## src/rtl/instr_encoder_pkg.sv

```systemverilog
// Shared encodings for the instruction encoder: class/op/cmd codes matching the
// control decoder table, error codes and the encoder FSM state type.
package instr_pkg;

  localparam logic [1:0] CLS_DP_REG = 2'd0;
  localparam logic [1:0] CLS_DP_IMM = 2'd1;
  localparam logic [1:0] CLS_MEM    = 2'd2;
  localparam logic [1:0] CLS_BRANCH = 2'd3;

  localparam logic [1:0] OP_DP     = 2'b00;
  localparam logic [1:0] OP_MEM    = 2'b01;
  localparam logic [1:0] OP_BRANCH = 2'b10;

  localparam logic [3:0] CMD_ORR    = 4'b0000;
  localparam logic [3:0] CMD_AND    = 4'b0010;
  localparam logic [3:0] CMD_XOR    = 4'b0011;
  localparam logic [3:0] CMD_ADD    = 4'b0100;
  localparam logic [3:0] CMD_SUB    = 4'b0101;
  localparam logic [3:0] CMD_FMUL   = 4'b0110;
  localparam logic [3:0] CMD_FADD   = 4'b0111;
  localparam logic [3:0] CMD_VADD   = 4'b1000;
  localparam logic [3:0] CMD_VSUB   = 4'b1001;
  localparam logic [3:0] CMD_VAND   = 4'b1010;
  localparam logic [3:0] CMD_VORR   = 4'b1011;
  localparam logic [3:0] CMD_VADDFP = 4'b1100;
  localparam logic [3:0] CMD_MOVIDX = 4'b1101;
  localparam logic [3:0] CMD_MOV    = 4'b1110;
  localparam logic [3:0] CMD_VXOR   = 4'b1111;

  localparam logic [1:0] ERR_NONE  = 2'd0;
  localparam logic [1:0] ERR_IMM   = 2'd1;
  localparam logic [1:0] ERR_REG   = 2'd2;
  localparam logic [1:0] ERR_RANGE = 2'd3;

  localparam logic [5:0] FUNCT_LDR   = 6'b011001;
  localparam logic [5:0] FUNCT_STR   = 6'b011000;
  localparam logic [1:0] BR_FUNCT_HI = 2'b10;
  localparam logic [31:0] MEM_OFS_MAX = 32'd4095;

  typedef enum logic [1:0] {
    ST_IDLE   = 2'd0,
    ST_SEARCH = 2'd1,
    ST_WRITE  = 2'd2,
    ST_ERR    = 2'd3
  } state_t;

endpackage

```

## src/rtl/instr_encoder_if.sv

```systemverilog
// Request handshake, instruction-memory write port and status of the encoder.
interface instr_encoder_if #(
  parameter int ADDR_W = 32,
  parameter int DEPTH  = 64
);
  localparam int CW = $clog2(DEPTH + 1);

  logic              in_valid;
  logic              in_ready;
  logic [1:0]        in_class;
  logic [3:0]        in_cmd;
  logic              in_s;
  logic              in_load;
  logic [3:0]        in_cond;
  logic [3:0]        in_rd;
  logic [3:0]        in_rn;
  logic [3:0]        in_rm;
  logic [31:0]       in_imm;
  logic [31:0]       in_target;
  logic              imem_we;
  logic [ADDR_W-1:0] imem_addr;
  logic [31:0]       imem_wdata;
  logic              err_valid;
  logic [1:0]        err_code;
  logic [CW-1:0]     count;
  logic              full;

  modport master (
    output in_valid, in_class, in_cmd, in_s, in_load, in_cond,
           in_rd, in_rn, in_rm, in_imm, in_target,
    input  in_ready, imem_we, imem_addr, imem_wdata, err_valid, err_code,
           count, full
  );

  modport slave (
    input  in_valid, in_class, in_cmd, in_s, in_load, in_cond,
           in_rd, in_rn, in_rm, in_imm, in_target,
    output in_ready, imem_we, imem_addr, imem_wdata, err_valid, err_code,
           count, full
  );
endinterface

```

## src/rtl/instr_encoder_imm_rot_check.sv

```systemverilog
// Tests whether imm rotated left by 2*rot fits in 8 bits (ARM rotated-immediate form).
module imm_rot_check (
  input  logic [31:0] imm,
  input  logic [3:0]  rot,
  output logic        hit,
  output logic [7:0]  imm8
);
  logic [63:0] dbl;
  logic [31:0] rotated;

  // Upper half of the shifted doubled word is the left rotation.
  assign dbl     = {imm, imm} << {rot, 1'b0};
  assign rotated = dbl[63:32];
  assign hit     = (rotated[31:8] == 24'h0);
  assign imm8    = rotated[7:0];
endmodule

```

## src/rtl/instr_encoder.sv

```systemverilog
// Sequential instruction encoder: one symbolic request per handshake, one
// 32-bit word written to instruction memory at consecutive addresses.
//
// state  | meaning
// IDLE   | ready for a request (unless full)
// SEARCH | trying one immediate rotation per cycle, smallest first
// WRITE  | imem_we high, word and address on the write port
// ERR    | err_valid pulse, request dropped
module instr_encoder
  import instr_pkg::*;
#(
  parameter int                ADDR_W    = 32,
  parameter logic [ADDR_W-1:0] BASE_ADDR = '0,
  parameter int                DEPTH     = 64
) (
  input logic            clk,
  input logic            reset,
  instr_encoder_if.slave bus
);
  localparam int CW = $clog2(DEPTH + 1);

  state_t            state, state_nxt;
  logic [1:0]        cls_q, err_code_q, err_nxt;
  logic [3:0]        cmd_q, cond_q, rd_q, rn_q, rm_q, rot_q;
  logic              s_q, load_q;
  logic [31:0]       imm_q, target_q, br_diff, word;
  logic [11:0]       src2_q;
  logic [CW-1:0]     count_q;
  logic [ADDR_W-1:0] addr_q;
  logic              accept, hit, full;
  logic [7:0]        imm8;
  logic              unused_diff;

  imm_rot_check u_rot (.imm(imm_q), .rot(rot_q), .hit(hit), .imm8(imm8));

  assign full         = (count_q == CW'(DEPTH));
  assign bus.in_ready = (state == ST_IDLE) && !full && !reset;
  assign accept       = bus.in_valid && bus.in_ready;

  always_comb begin
    state_nxt = state;
    err_nxt   = err_code_q;
    case (state)
      ST_IDLE: begin
        if (accept) begin
          state_nxt = ST_WRITE;
          case (bus.in_class)
            CLS_DP_IMM: state_nxt = ST_SEARCH;
            // MOV/MOVIDX in register form decode as vector-register ops.
            CLS_DP_REG: begin
              if (bus.in_cmd == CMD_MOV || bus.in_cmd == CMD_MOVIDX) begin
                state_nxt = ST_ERR;
                err_nxt   = ERR_REG;
              end
            end
            CLS_MEM: begin
              if (bus.in_imm > MEM_OFS_MAX) begin
                state_nxt = ST_ERR;
                err_nxt   = ERR_RANGE;
              end
            end
            default: begin
              if (bus.in_target[1:0] != 2'b00) begin
                state_nxt = ST_ERR;
                err_nxt   = ERR_RANGE;
              end
            end
          endcase
        end
      end
      ST_SEARCH: begin
        if (hit) begin
          state_nxt = ST_WRITE;
        end else if (rot_q == 4'hF) begin
          state_nxt = ST_ERR;
          err_nxt   = ERR_IMM;
        end
      end
      default: state_nxt = ST_IDLE;
    endcase
  end

  always_ff @(posedge clk) begin
    if (reset) begin
      state      <= ST_IDLE;
      err_code_q <= ERR_NONE;
      cls_q      <= '0;
      cmd_q      <= '0;
      s_q        <= 1'b0;
      load_q     <= 1'b0;
      cond_q     <= '0;
      rd_q       <= '0;
      rn_q       <= '0;
      rm_q       <= '0;
      imm_q      <= '0;
      target_q   <= '0;
      rot_q      <= '0;
      src2_q     <= '0;
      count_q    <= '0;
      addr_q     <= BASE_ADDR;
    end else begin
      state      <= state_nxt;
      err_code_q <= err_nxt;
      if (accept) begin
        cls_q    <= bus.in_class;
        cmd_q    <= bus.in_cmd;
        s_q      <= bus.in_s;
        load_q   <= bus.in_load;
        cond_q   <= bus.in_cond;
        rd_q     <= bus.in_rd;
        rn_q     <= bus.in_rn;
        rm_q     <= bus.in_rm;
        imm_q    <= bus.in_imm;
        target_q <= bus.in_target;
        rot_q    <= '0;
      end
      if (state == ST_SEARCH) begin
        if (hit) src2_q <= {rot_q, imm8};
        else     rot_q  <= rot_q + 4'd1;
      end
      if (state == ST_WRITE) begin
        count_q <= count_q + CW'(1);
        addr_q  <= addr_q + ADDR_W'(4);
      end
    end
  end

  // Branch offset is relative to the word's own address plus 8 (pipeline PC).
  assign br_diff     = target_q - (32'(addr_q) + 32'd8);
  assign unused_diff = ^{br_diff[31:26], br_diff[1:0]};

  always_comb begin
    word = '0;
    case (cls_q)
      CLS_DP_REG: word = {cond_q, OP_DP, 1'b0, cmd_q, s_q, rn_q, rd_q, 8'h00, rm_q};
      CLS_DP_IMM: word = {cond_q, OP_DP, 1'b1, cmd_q, s_q, rn_q, rd_q, src2_q};
      CLS_MEM:    word = {cond_q, OP_MEM, (load_q ? FUNCT_LDR : FUNCT_STR), rn_q, rd_q, imm_q[11:0]};
      default:    word = {cond_q, OP_BRANCH, BR_FUNCT_HI, br_diff[25:2]};
    endcase
  end

  assign bus.imem_we    = (state == ST_WRITE);
  assign bus.imem_addr  = addr_q;
  assign bus.imem_wdata = word;
  assign bus.err_valid  = (state == ST_ERR);
  assign bus.err_code   = err_code_q;
  assign bus.count      = count_q;
  assign bus.full       = full;
endmodule
```

## src/flat_wrapper.sv

```systemverilog
// flat-port wrapper written by rule: the top's interface ports become plain ports
module instr_encoder_flat import instr_pkg::*;
#(
  parameter int                ADDR_W    = 32,
  parameter logic [ADDR_W-1:0] BASE_ADDR = '0,
  parameter int                DEPTH     = 64
)
  (clk, reset, bus_in_valid, bus_in_class, bus_in_cmd, bus_in_s, bus_in_load, bus_in_cond, bus_in_rd, bus_in_rn, bus_in_rm, bus_in_imm, bus_in_target, bus_in_ready, bus_imem_we, bus_imem_addr, bus_imem_wdata, bus_err_valid, bus_err_code, bus_count, bus_full);
  instr_encoder_if #(.ADDR_W(ADDR_W), .DEPTH(DEPTH)) bus_i ();
  input logic clk;
  input logic reset;
  input wire logic [$bits(bus_i.in_valid)-1:0] bus_in_valid;
  input wire logic [$bits(bus_i.in_class)-1:0] bus_in_class;
  input wire logic [$bits(bus_i.in_cmd)-1:0] bus_in_cmd;
  input wire logic [$bits(bus_i.in_s)-1:0] bus_in_s;
  input wire logic [$bits(bus_i.in_load)-1:0] bus_in_load;
  input wire logic [$bits(bus_i.in_cond)-1:0] bus_in_cond;
  input wire logic [$bits(bus_i.in_rd)-1:0] bus_in_rd;
  input wire logic [$bits(bus_i.in_rn)-1:0] bus_in_rn;
  input wire logic [$bits(bus_i.in_rm)-1:0] bus_in_rm;
  input wire logic [$bits(bus_i.in_imm)-1:0] bus_in_imm;
  input wire logic [$bits(bus_i.in_target)-1:0] bus_in_target;
  output wire logic [$bits(bus_i.in_ready)-1:0] bus_in_ready;
  output wire logic [$bits(bus_i.imem_we)-1:0] bus_imem_we;
  output wire logic [$bits(bus_i.imem_addr)-1:0] bus_imem_addr;
  output wire logic [$bits(bus_i.imem_wdata)-1:0] bus_imem_wdata;
  output wire logic [$bits(bus_i.err_valid)-1:0] bus_err_valid;
  output wire logic [$bits(bus_i.err_code)-1:0] bus_err_code;
  output wire logic [$bits(bus_i.count)-1:0] bus_count;
  output wire logic [$bits(bus_i.full)-1:0] bus_full;
  assign bus_i.in_valid = bus_in_valid;
  assign bus_i.in_class = bus_in_class;
  assign bus_i.in_cmd = bus_in_cmd;
  assign bus_i.in_s = bus_in_s;
  assign bus_i.in_load = bus_in_load;
  assign bus_i.in_cond = bus_in_cond;
  assign bus_i.in_rd = bus_in_rd;
  assign bus_i.in_rn = bus_in_rn;
  assign bus_i.in_rm = bus_in_rm;
  assign bus_i.in_imm = bus_in_imm;
  assign bus_i.in_target = bus_in_target;
  assign bus_in_ready = bus_i.in_ready;
  assign bus_imem_we = bus_i.imem_we;
  assign bus_imem_addr = bus_i.imem_addr;
  assign bus_imem_wdata = bus_i.imem_wdata;
  assign bus_err_valid = bus_i.err_valid;
  assign bus_err_code = bus_i.err_code;
  assign bus_count = bus_i.count;
  assign bus_full = bus_i.full;
  instr_encoder #(.ADDR_W(ADDR_W), .BASE_ADDR(BASE_ADDR), .DEPTH(DEPTH)) u_core (.clk(clk), .reset(reset), .bus(bus_i));
endmodule
```

## config.mk

```make
export PLATFORM = sky130hd
export DESIGN_NAME = instr_encoder_flat
export DESIGN_NICKNAME = d
export VERILOG_FILES = /design/src/rtl/instr_encoder_pkg.sv /design/src/rtl/instr_encoder_if.sv /design/src/rtl/instr_encoder_imm_rot_check.sv /design/src/rtl/instr_encoder.sv /design/src/flat_wrapper.sv
export SDC_FILE = /design/constraint.sdc
export NUM_CORES = 1
export LEC_CHECK = 0
export BUFFER_PORTS_ARGS = -buffer_cell sky130_fd_sc_hd__buf_4
export CORE_AREA = 4 4 137 139
export DETAILED_ROUTE_END_ITERATION = 7
export DIE_AREA = 0 0 141 143
export HOLD_SLACK_MARGIN = 0.05
export PLACE_DENSITY = 0.77
export SETUP_SLACK_MARGIN = 0.02
export SYNTH_ARGS = -nofsm -noshare
export SYNTH_HDL_FRONTEND = slang
export SYNTH_SLANG_ARGS = --single-unit
```

## constraint.sdc

```tcl
create_clock -name clk -period 3.1 [get_ports clk]
set_input_delay 0.31 -clock clk [delete_from_list [all_inputs] [get_ports clk]]
set_output_delay 0.31 -clock clk [all_outputs]
set_load 0.03 [all_outputs]
```

Yosys cells after proc, flatten, opt, wreduce, memory -nomap -nowiden
Cells that the tools add are included.
Cells by class
  equal/unequal tests: 19
  shift operators: 1
  reduce and logical (&&, ||, !) cells: 15
  add/sub/neg operators: 5
  magnitude comparators: 1
  mux-type cells: 21
Operators with widths (number)
  28-bit one-hot mux with 3 select lines: 1
  64-bit by 5-bit << shifter with 64-bit output: 1
  32-bit by 3-bit adder with 32-bit output (second input constant): 1
  32-bit by 12-bit greater-than comparator with 1-bit output (second input constant): 1
  26-bit by 4-bit adder with 26-bit output (second input constant): 1
  26-bit subtractor: 1
  24-bit zero test: 1
  2-bit two-way mux: 9
  4-bit == test (second input constant): 3
  4-bit two-way mux: 3
  2-bit one-hot mux with 3 select lines: 2
  2-bit == test (second input constant): 4
  2-bit one-hot mux with 2 select lines: 2
  8-bit AND reduction: 1
  7-bit by 1-bit adder with 7-bit output (second input constant): 1
  7-bit == test (second input constant): 1
  2-bit by 1-bit == test with 1-bit output (second input constant): 3
  2-bit zero test: 3
  3-bit inequality test (second input constant): 2
  4-bit by 1-bit adder with 4-bit output (second input constant): 1
  1-bit two-way mux: 4
  2-bit by 1-bit inequality test with 1-bit output (second input constant): 2
  2-bit inequality test (second input constant): 2
  4-bit inequality test (second input constant): 1
  6 further kinds: 11
Storage, ports and cells
  logic and storage cells: 78
  output and inout bits: 77
  flip-flop bits (word level): 141

Depth between registers and ports, before layout
Gate-level depths: netlist of the first run.
  word-level depth: 8
  depth in mapped cells: 14
  depth with buffers taken out: 12

By module
From an unflattened synthesis of the first run, not the netlist that was laid out.
Unflattened totals
  cell total of the unflattened synthesis: 1137
  area, all modules: 8957.3 um2
Modules (own cells, without submodules)
  instr_encoder: times used 1, seq. area each 2762.6 um2, cells each 951, area each 7519.7 um2
  imm_rot_check: times used 1, seq. area each 0.0 um2, cells each 186, area each 1437.6 um2

Worst setup path after synthesis of the first run
OpenSTA, ideal clock, no wires.
  path kind: reg2out
  from: register u_core.addr_q[2] (netlist: u_core.bus.imem_addr[2])
  to: output port bus_imem_wdata[17]
  data required time: 2.790 ns
  path slack: -0.658 ns
  arrival time: 3.448 ns
  cell stages (with the launch flop): 12
  path through: dfxtp_1 -> inv_1 -> ha_1 -> ha_1 -> a211oi_1 -> o21ai_0 -> o31a_1 -> a211oi_1 -> o21ai_0 -> a31oi_1 -> xor2_1 -> o21ai_0
On the way
  word-level cells in the longest chain between the ends: 3
Ends and longest elaborated chain
  from (decl): RTL line instr_encoder.sv:29  | logic [ADDR_W-1:0] addr_q;
  from (signal assigned): RTL line instr_encoder.sv:123  | addr_q <= addr_q + ADDR_W'(4);
  26-bit by 4-bit adder with 26-bit output: RTL line instr_encoder.sv:129  | assign br_diff = target_q - (32'(addr_q) + 32'd8);
  26-bit subtractor: RTL line instr_encoder.sv:129
  28-bit one-hot mux with 3 select lines: RTL line instr_encoder.sv:134  | case (cls_q)
  to (decl): RTL line flat_wrapper.sv:26  | output wire logic [$bits(bus_i.imem_wdata)-1:0] bus_imem_wdata;
Every way passes these cells.

Worst setup path after layout of the first run
  from: register u_core.target_q[8]
  to: output port bus_imem_wdata[14]
On the way
  word-level cells in the longest chain between the ends: 2
Ends and longest elaborated chain
  from (decl): RTL line instr_encoder.sv:26  | logic [31:0] imm_q, target_q, br_diff, word;
  from (signal assigned): RTL line instr_encoder.sv:114  | target_q <= bus.in_target;
  26-bit subtractor: RTL line instr_encoder.sv:129
  28-bit one-hot mux with 3 select lines: RTL line instr_encoder.sv:134
Every way passes these cells.

==> reports/results.md, run 1 <==
| Step | Quantity | This run |
|:---|:---|:---|
| detailed routing | Via density per instance | 5.851 |
| clocking | Number of sinks handled by clock tree synthesis | 138 |
| clocking | CTS root buf | sky130_fd_sc_hd__clkbuf_16 |
| sta | Final setup violation count | 16 |
| sta | Setup total negative slack | -3.731 ns |
| clocking | Num CTS Buffers | 17 |
| clocking | Clock network latency to the later pin of the worst-skew pair | 0.42 ns |
| cells and area | Leading cell type in the layout, fill and taps excluded | sky130_fd_sc_hd__buf_4 |
| global route | Initial antenna violation count | 0 |
| clocking | Clk slew on worst S/H paths | 0.06 ns |
| placed design | Final RePlAce weighted congestion | 0.9805 |
| job | MaxCap Viol Count | 0 |
| synth | Count of flip-flops with a built-in enable after synthesis | 0 |
| worst setup path | Cell count of the worst reg-to-reg path | 10 |
| synth | Share of flip-flops with an asynchronous set or reset | 0% |
| detailed routing | Highest metal used | met4 |
| cells and area | Fraction of final layout cells sized beyond drive strength 1 | 30.92% |
| synth | #FFs+latches synth | 138 |
| die | Floorplan row count | 49 |
| synth | Mean post-synth cell area | 8.256 µm² |
| cells and area | Nets | 1,401 |
| global route | Number of global-route vias before repair | 8,334 |
| cells and area | Final-layout fill cell count | 1,452 |
| cells and area | Layout Cell Area excl Fill | 0.01167 mm² |
| worst setup path | Crit end category | primary output |
| sta | Final Hold Fails | 0 |
| cells and area | Commonest non-fill, non-tap cells in the layout | 219 x sky130_fd_sc_hd__buf_4, 181 x sky130_fd_sc_hd__nand2_1, 124 x sky130_fd_sc_hd__dfxtp_1, 75 x sky130_fd_sc_hd__nor2_1, 73 x sky130_fd_sc_hd__inv_1 |
| clocking | CTS tree | yes |
| pwr | LEAKAGE | 5.020 nW |
| sta | Setup Skew | 0.007049 ns |
| worst hold path | Critical hold path startpoint | bus_in_rn[3] |
| cells and area | Final Util | 66.12% |
| worst setup path | Kind of start point of the critical path | register |
| detailed routing | Wirelength per Cell | 18.72 µm |
| cells and area | Antenna diode count | 0 |
| synth | Cell Area, Synth | 0.008776 mm² |
| detailed routing | Met3 Wirelength | 2152 µm |
| worst setup path | Required @ worst endpoint | 2.79 ns |
| pwr | Max IR drop VDD | 0.4315 mV |
| synth | YS warnings | 0 |
| worst hold path | WHS Endpoint | u_core.rn_q[3]$_SDFFE_PP0P_ |
| die | Core area | 0.01766 mm² |
| detailed routing | Post-route antenna net violation count | 0 |
| sta | Remaining max-slew budget at the tightest pin | 40.42% |
| worst setup path | Crit path kind | register to primary output |
| synth | Share of the yosys chip area belonging to registers | 31.48% |
| die | Vert. Die Dim | 143 µm |
| detailed routing | # DRC | 0 |
| placed design | Post-DP Area | 0.01057 mm² |
| detailed routing | Post-detailed-routing wire length | 28,080 µm |
| detailed routing | Routed vias | 8,777 |
| status | Run status | complete, but fails checks |
| sta | Final-layout worst hold slack | 0.07018 ns |
| detailed routing | Met2 layer wire length in the routed design | 13,430 µm |
| worst hold path | Cell depth of the worst hold path | 3 |
| die | Starting utilization of the core area | 49.70% |
| synth | Fraction of post-synthesis cell area in the top cell type by area | 31.48% |
| synth | Leading area contributor after synthesis | sky130_fd_sc_hd__dfxtp_1 |
| sta | Post-layout worst setup margin | -0.3924 ns |
| status | Violated checks | negative setup slack |
| die | Area of the die | 0.02016 mm² |
| sta | RSZ-0062 raised after global routing | yes |
| detailed routing | Met1 Routed Length | 11,340 µm |
| cells and area | Syn-to-layout area delta | 33.03% |
| synth | Number of distinct library cells after synthesis | 66 |
| synth | Number of instances in the synthesized netlist | 1,063 |
| global route | Wire length of the first global-routing pass | 42,480 µm |
| global route | GR Util All Layers | 26.32% |
| worst setup path | Register-to-register setup slack | 0.13 ns |
| global route | Pin count of the biggest net entering global routing | 85 |
| sta | Final Max Slew Viols | 0 |
| detailed routing | Iteration-0 DRC Markers | 797 |
| placed design | Detailed placer's ending HPWL | 19,560 µm |
| worst setup path | Max FO, Critical Path | 4 |
| clocking | Max Root-Sink Buffers | 2 |
| placed design | Number of port buffers | 159 |
| cells and area | Post-route insts no fill | 1,500 |
| sta | Highest achievable clock rate | 286.3 MHz |
| synth | Most area-consuming cells after synthesis | sky130_fd_sc_hd__dfxtp_1 31%, sky130_fd_sc_hd__nand2_1 7.8%, sky130_fd_sc_hd__mux4_2 7.4%, sky130_fd_sc_hd__ha_1 7.1%, sky130_fd_sc_hd__inv_1 3.5% |
| synth | Post-synth top flop | sky130_fd_sc_hd__dfxtp_1 |
| pwr | Power density relative to cell area | 471.0 mW/mm² |
| placed design | Number of placed instances with taps included | 1,447 |
| worst hold path | Min-Delay Path Class | input pin to register |
| die | Die width | 141 µm |
| clocking | H-tree Lvls | 4 |
| detailed routing | Pre-Repair DR Iteration Count | 5 |
| sta | Fraction of the cycle the final worst path needs | 112.7% |
| worst setup path | Critical Path AT | 3.18 ns |
| sta | Tmin final | 3.492 ns |
| global route | GR Overflow Total | 0 |
| worst setup path | Reg-to-Reg End | u_core.src2_q[2]$_SDFFE_PP0P_ |
| worst setup path | Worst r2r src | u_core.rot_q[0]$_SDFF_PP0_ |
| die | I/O pin count | 168 |
| sta | Actual transition at the worst max-transition pin | 0.8937 ns |
flip-flops by register name, summed over array words and instances (netlist names):
register / flops
u_core.target_q: 25
u_core.cond_q: 4
u_core.cls_q: 2
u_core.src2_q: 12
u_core.rot_q: 4
u_core.imm_q: 32
u_core.state: 2
u_core.cmd_q: 4
u_core.bus.err_code: 2
u_core.s_q: 1
u_core.rd_q: 4
u_core.load_q: 1
u_core.rm_q: 4
u_core.bus.imem_addr: 30
u_core.rn_q: 4
u_core.bus.count: 7
Yosys cell counts, types with 27 or more instances:
library cell and instances:
sky130_fd_sc_hd__dfxtp_1 138, sky130_fd_sc_hd__ha_1 50, sky130_fd_sc_hd__nor2_1 78, sky130_fd_sc_hd__nand2_1 182, sky130_fd_sc_hd__a21oi_1 45, sky130_fd_sc_hd__nand3_1 49
sky130_fd_sc_hd__clkbuf_1 48, sky130_fd_sc_hd__xor2_1 29, sky130_fd_sc_hd__o21ai_0 51, sky130_fd_sc_hd__mux4_2 29, sky130_fd_sc_hd__o31ai_1 27, sky130_fd_sc_hd__inv_1 81
metrics by stage:
| stage | worst slack [ns] | total power, mW |
|---|---|---|
| 3_3_place_gp | -0.1239 | 3.360 |
| 2_1_floorplan | -0.04657 | 2.889 |
| 3_5_place_dp | -0.1682 | 3.376 |
| 5_1_grt | -0.5710 | 5.736 |
| 6_report | -0.3924 | 5.499 |
| 4_1_cts | -0.3642 | 5.390 |
final cells by class:
cell class | instances | area [µm²] | share of cell area [%]
Multi-Input combinational cell | 780 | 5791 | 49.60
Timing Repair Buffer | 241 | 1949 | 16.70
Sequential cell | 138 | 2790 | 23.90
Clock buffer | 21 | 481.7 | 4.126
Clock inverter | 9 | 66.31 | 0.5680
Inverter | 82 | 310.3 | 2.658
Tap cell | 229 | 286.5 | 2.454
power breakdown:
part           leakage (nW)  total, mW  internal, mW  switching [mW]
registers              1.14       1.98          1.87           0.109
clock network         0.259       1.90          1.10           0.795
logic                  3.63       1.62         0.750           0.869
worst max-delay path: stages (launching register included):
cell                       delay (ns)
sky130_fd_sc_hd__dfxtp_1         0.31
sky130_fd_sc_hd__inv_1           0.05
sky130_fd_sc_hd__ha_1            0.28
sky130_fd_sc_hd__inv_2           0.07
sky130_fd_sc_hd__ha_4            0.19
sky130_fd_sc_hd__a21o_1          0.18
sky130_fd_sc_hd__a21oi_2         0.15
sky130_fd_sc_hd__o21ai_2         0.10
sky130_fd_sc_hd__o211ai_1        0.28
sky130_fd_sc_hd__a21oi_2         0.11
sky130_fd_sc_hd__o211ai_1        0.37
sky130_fd_sc_hd__buf_4           0.20
sky130_fd_sc_hd__a21oi_2         0.06
sky130_fd_sc_hd__o31ai_4         0.24
sky130_fd_sc_hd__buf_6           0.16
kinds of logic (layout without fill, tap and decap cells):
family	Yosys count	in the layout	synth area share, %
compound gates	211	211	16.01
xor+xnor	52	52	5.190
fa+ha+maj	50	50	7.129
buf+inv	148	353	7.228
flops	138	138	31.48
mux	62	62	12.40
other cells	1	2	0.04273
simple gates	401	403	20.52
repair_timing:
action,CTS,global route
gates resized for setup,64,24
hold buffers,0,0
pin swaps,39,24
setup buffers,9,14
endpoints found under the setup margin,19,33
gates cloned,0,3
worst max-delay path by stage:
stage | start | endpoint | slack (ns)
after floorplan | u_core.bus.imem_addr[2]$_SDFFE_PP0P_ | bus_imem_wdata[16] | -0.05
after global placement | u_core.target_q[4]$_SDFFE_PP0P_ | bus_imem_wdata[18] | -0.12
after detailed placement | u_core.bus.imem_addr[2]$_SDFFE_PP0P_ | bus_imem_wdata[18] | -0.17
after CTS | u_core.bus.imem_addr[2]$_SDFFE_PP0P_ | bus_imem_wdata[16] | -0.36
after global routing | u_core.target_q[8]$_SDFFE_PP0P_ | bus_imem_wdata[14] | -0.57
final | u_core.target_q[8]$_SDFFE_PP0P_ | bus_imem_wdata[14] | -0.39
metal layers:
metal  track usage (%)  vias up
met1             32.96     4176
met3             5.291       78
li1                  -     4139
met5                 0        -
met2             43.88      384
met4             12.24        0
(Power assumes the default switching activity.)
==> run 2, diff against run 1 <==
--- a/config.mk
+++ b/config.mk
@@ -10,7 +10,7 @@
 export DETAILED_ROUTE_END_ITERATION = 7
 export DIE_AREA = 0 0 141 143
 export HOLD_SLACK_MARGIN = 0.05
-export PLACE_DENSITY = 0.77
+export PLACE_DENSITY = 0.81
 export SETUP_SLACK_MARGIN = 0.02
 export SYNTH_ARGS = -nofsm -noshare
 export SYNTH_HDL_FRONTEND = slang
==> reports/results.md, run 2 (same netlist as run 1, synthesis figures left out) <==
| Step | Quantity | This run | Change |
|:---|:---|:---|:---|
| cells and area | Nets | 1,417 | +1.1% |
| pwr | Seq pwr share | 34.4% | -1.6 points |
| die | Vert. Die Dim | 143 µm | unchanged |
| clocking | Max Root-Sink Buffers | 2 | unchanged |
| die | Starting utilization of the core area | 49.70% | unchanged |
| detailed routing | Via density per instance | 5.973 | +2.1% |
| sta | Post-layout worst setup margin | -0.5420 ns | -0.1496 ns |
| sta | Actual transition at the worst max-transition pin | 0.8996 ns | +0.005908 ns |
| worst setup path | Max FO, Critical Path | 5 | +1 |
| global route | Pin count of the biggest net entering global routing | 83 | -2.4% |
| global route | GR Util All Layers | 27.45% | +1.1 points |
| placed design | Detailed placer's ending HPWL | 20,160 µm | +3.1% |
| cells and area | Antenna diode count | 0 | unchanged |
| die | Die width | 141 µm | unchanged |
| cells and area | Largest register FFs | 32 | unchanged |
| pwr | Sw power | 1.851 mW | +4.4% |
| status | Violated checks | negative setup slack |  |
| worst setup path | Required @ worst endpoint | 2.79 ns | about the same |
| global route | GR Overflow Total | 0 | unchanged |
| die | Area of the die | 0.02016 mm² | unchanged |
| detailed routing | # DRC | 0 | unchanged |
| clocking | H-tree Lvls | 4 | unchanged |
| worst setup path | Crit end category | primary output |  |
| cells and area | Leading cell type in the layout, fill and taps excluded | sky130_fd_sc_hd__buf_4 |  |
| cells and area | Final Util | 67.98% | +1.9 points |
| worst setup path | Critical Path AT | 3.33 ns | +0.15 ns |
| worst setup path | Crit-path cells | inv_2 -> ha_4 -> ha_4 -> nor2b_4 -> o2111ai_4 -> a211oi_2 -> o211ai_1 -> a21oi_2 -> o211ai_1 -> buf_4 -> o21a_1 -> o211ai_1 -> buf_4 |  |
| placed design | Worst slack at placement | -0.08584 ns | +0.08234 ns |
| sta | Final setup violation count | 16 | unchanged |
| clocking | CTS root buf | sky130_fd_sc_hd__clkbuf_16 |  |
| sta | Final Hold Fails | 0 | unchanged |
| pwr | Combinational cell fraction of total power | 29.6% | +0.2 points |
| detailed routing | Iteration-0 DRC Markers | 981 | +23% |
| detailed routing | Post-detailed-routing wire length | 29,700 µm | +5.8% |
| worst setup path | Crit path kind | register to primary output |  |
| detailed routing | Pre-Repair DR Iteration Count | 6 | +1 |
| sta | Setup Skew | 0.007341 ns | +0.0002915 ns |
| worst setup path | Critical Path Most Common Cell | sky130_fd_sc_hd__o211ai_1 |  |
| job | MaxCap Viol Count | 0 | unchanged |
| clocking | Clk slew on worst S/H paths | 0.06 ns | about the same |
| worst setup path | Worst path max stage delay | 0.34 ns | -0.03 ns |
| pwr | LEAKAGE | 5.170 nW | +3.0% |
| worst setup path | Cell family with most CP delay | compound AO/OA/AOI/OAI gates |  |
| cells and area | Syn-to-layout area delta | 36.77% |  |
| die | I/O pin count | 168 | unchanged |
| global route | Initial antenna violation count | 0 | unchanged |
| status | Run status | complete, but fails checks |  |
| cells and area | Largest register by flop count | u_core.imm_q |  |
| sta | Final-layout worst hold slack | 0.06837 ns | -0.001803 ns |
| die | Floorplan row count | 49 | unchanged |
| worst setup path | Register-to-register setup slack | 0.03 ns | -0.10 ns |
| die | Core area | 0.01766 mm² | unchanged |
| clocking | Num CTS Buffers | 17 | unchanged |
| detailed routing | Wirelength per Cell | 19.57 µm | +4.5% |
| global route | Wire length of the first global-routing pass | 44,510 µm | +4.8% |
| clocking | CTS tree | yes |  |
| global route | Number of global-route vias before repair | 8,533 | +2.4% |
| pwr | Fraction of power consumed by the clock network | 36.0% | +1.5 points |
| sta | Remaining max-slew budget at the tightest pin | 40.03% | -0.39 points |
| sta | Highest achievable clock rate | 274.6 MHz | -4.1% |
| clocking | Number of sinks handled by clock tree synthesis | 138 | unchanged |
| worst setup path | Kind of start point of the critical path | register |  |
| detailed routing | Post-route antenna net violation count | 0 | unchanged |
| worst setup path | Master of the slowest instance on the critical path | sky130_fd_sc_hd__dfxtp_4 |  |
| pwr | Design internal power | 3.933 mW | +5.5% |
| pwr | Tot Pwr | 5.784 mW | +5.2% |
| detailed routing | Routed vias | 9,067 | +3.3% |
| worst hold path | Min-Delay Path Class | input pin to register |  |
| worst setup path | Number of buffers and inverters on the critical path | 3 | -1 |
| pwr | Power density relative to cell area | 481.9 mW/mm² | +2.3% |
| cells and area | Commonest non-fill, non-tap cells in the layout | 227 x sky130_fd_sc_hd__buf_4, 180 x sky130_fd_sc_hd__nand2_1, 124 x sky130_fd_sc_hd__dfxtp_1, 76 x sky130_fd_sc_hd__nor2_1, 71 x sky130_fd_sc_hd__inv_1 |  |
| placed design | Number of port buffers | 159 | unchanged |
| sta | Fraction of the cycle the final worst path needs | 117.5% | +4.8 points |
| clocking | Clock network latency to the later pin of the worst-skew pair | 0.43 ns | about the same |
| sta | Tmin final | 3.642 ns | +0.1496 ns |
| pwr | Switching fraction of total power | 32.00% | -0.23 points |
| sta | Setup total negative slack | -5.280 ns | -1.550 ns |
| pwr | Max IR drop VDD | 0.4804 mV | +11% |
| placed design | Final RePlAce weighted congestion | 1.030 | +5.0% |
| sta | RSZ-0062 raised after global routing | yes |  |
| sta | Final Max Slew Viols | 0 | unchanged |
| cells and area | Fraction of final layout cells sized beyond drive strength 1 | 32.27% | +1.4 points |
-- run 2: cell types whose count changed in the layout (fill, tap and decap cells not counted), sizes merged --
cell	delta
clkinvlp	-2
buf	+17
clkbuf	+1
and2	-2
inv	+3
bufinv	+2
clkinv	-1
-- run 2: timing repair --
item                                    in CTS  in global routing
endpoints found under the setup margin      19                 33
gates cloned                                 0                  2
gates resized for setup                     60                 45
pin swaps                                   34                 29
hold buffers                                 0                  0
buffers inserted                             4                 14
-- run 2: stage by stage --
step                cells  area (µm²)
finish               1518       12000
global route         1518       12000
CTS                  1503       11650
detailed placement   1467       10730
global placement     1467       10730
floorplan            1064        8887
-- run 2: worst register-to-register path, stage by stage (launching register included) --
cell,delay (ns)
sky130_fd_sc_hd__dfxtp_4,0.40
sky130_fd_sc_hd__buf_12,0.15
sky130_fd_sc_hd__buf_4,0.13
sky130_fd_sc_hd__mux4_2,0.58
sky130_fd_sc_hd__a2111oi_1,0.44
sky130_fd_sc_hd__buf_4,0.19
sky130_fd_sc_hd__a22o_1,0.14
sky130_fd_sc_hd__o2111ai_2,0.17
sky130_fd_sc_hd__nor2b_4,0.21
sky130_fd_sc_hd__buf_6,0.15
sky130_fd_sc_hd__mux2i_1,0.22
sky130_fd_sc_hd__nor2_1,0.11
-- run 2: layout make-up --
type,instances,area (µm²)
clock buffers,21,470.5
clock inverters,11,133.9
fillers,1327,5654
inverters,82,307.8
multi-input cells,778,5849
flip-flops and latches,138,2793
well taps,229,286.5
repair buffers,259,2162
-- run 2: power groups by stage --
stage,Combinational [mW],Sequential (mW),Clock (mW)
after floorplan,0.904,1.99,0
after global placement,1.39,2.01,0
after detailed placement,1.40,2.01,0
after CTS,1.55,1.97,2.10
after global routing,1.83,1.99,2.18
final,1.71,1.99,2.08
-- run 2: worst paths after layout --
check                                                      to                                  from  cells past startpoint
worst max-delay path                       bus_imem_wdata[16]  u_core.bus.imem_addr[2]$_SDFFE_PP0P_                     13
worst min-delay path              u_core.rm_q[3]$_SDFFE_PP0P_                          bus_in_rm[3]                      3
worst max register to register  u_core.src2_q[0]$_SDFFE_PP0P_            u_core.rot_q[0]$_SDFF_PP0_                     11
worst min register to register    u_core.rm_q[3]$_SDFFE_PP0P_           u_core.rm_q[3]$_SDFFE_PP0P_                      2
-- run 2: metal layers --
layer	routed length [µm]	GRT usage (%)
met1	11340	35.38
met2	13970	44.56
met3	3192	7.301
met4	1199	10.05
met5	0	0
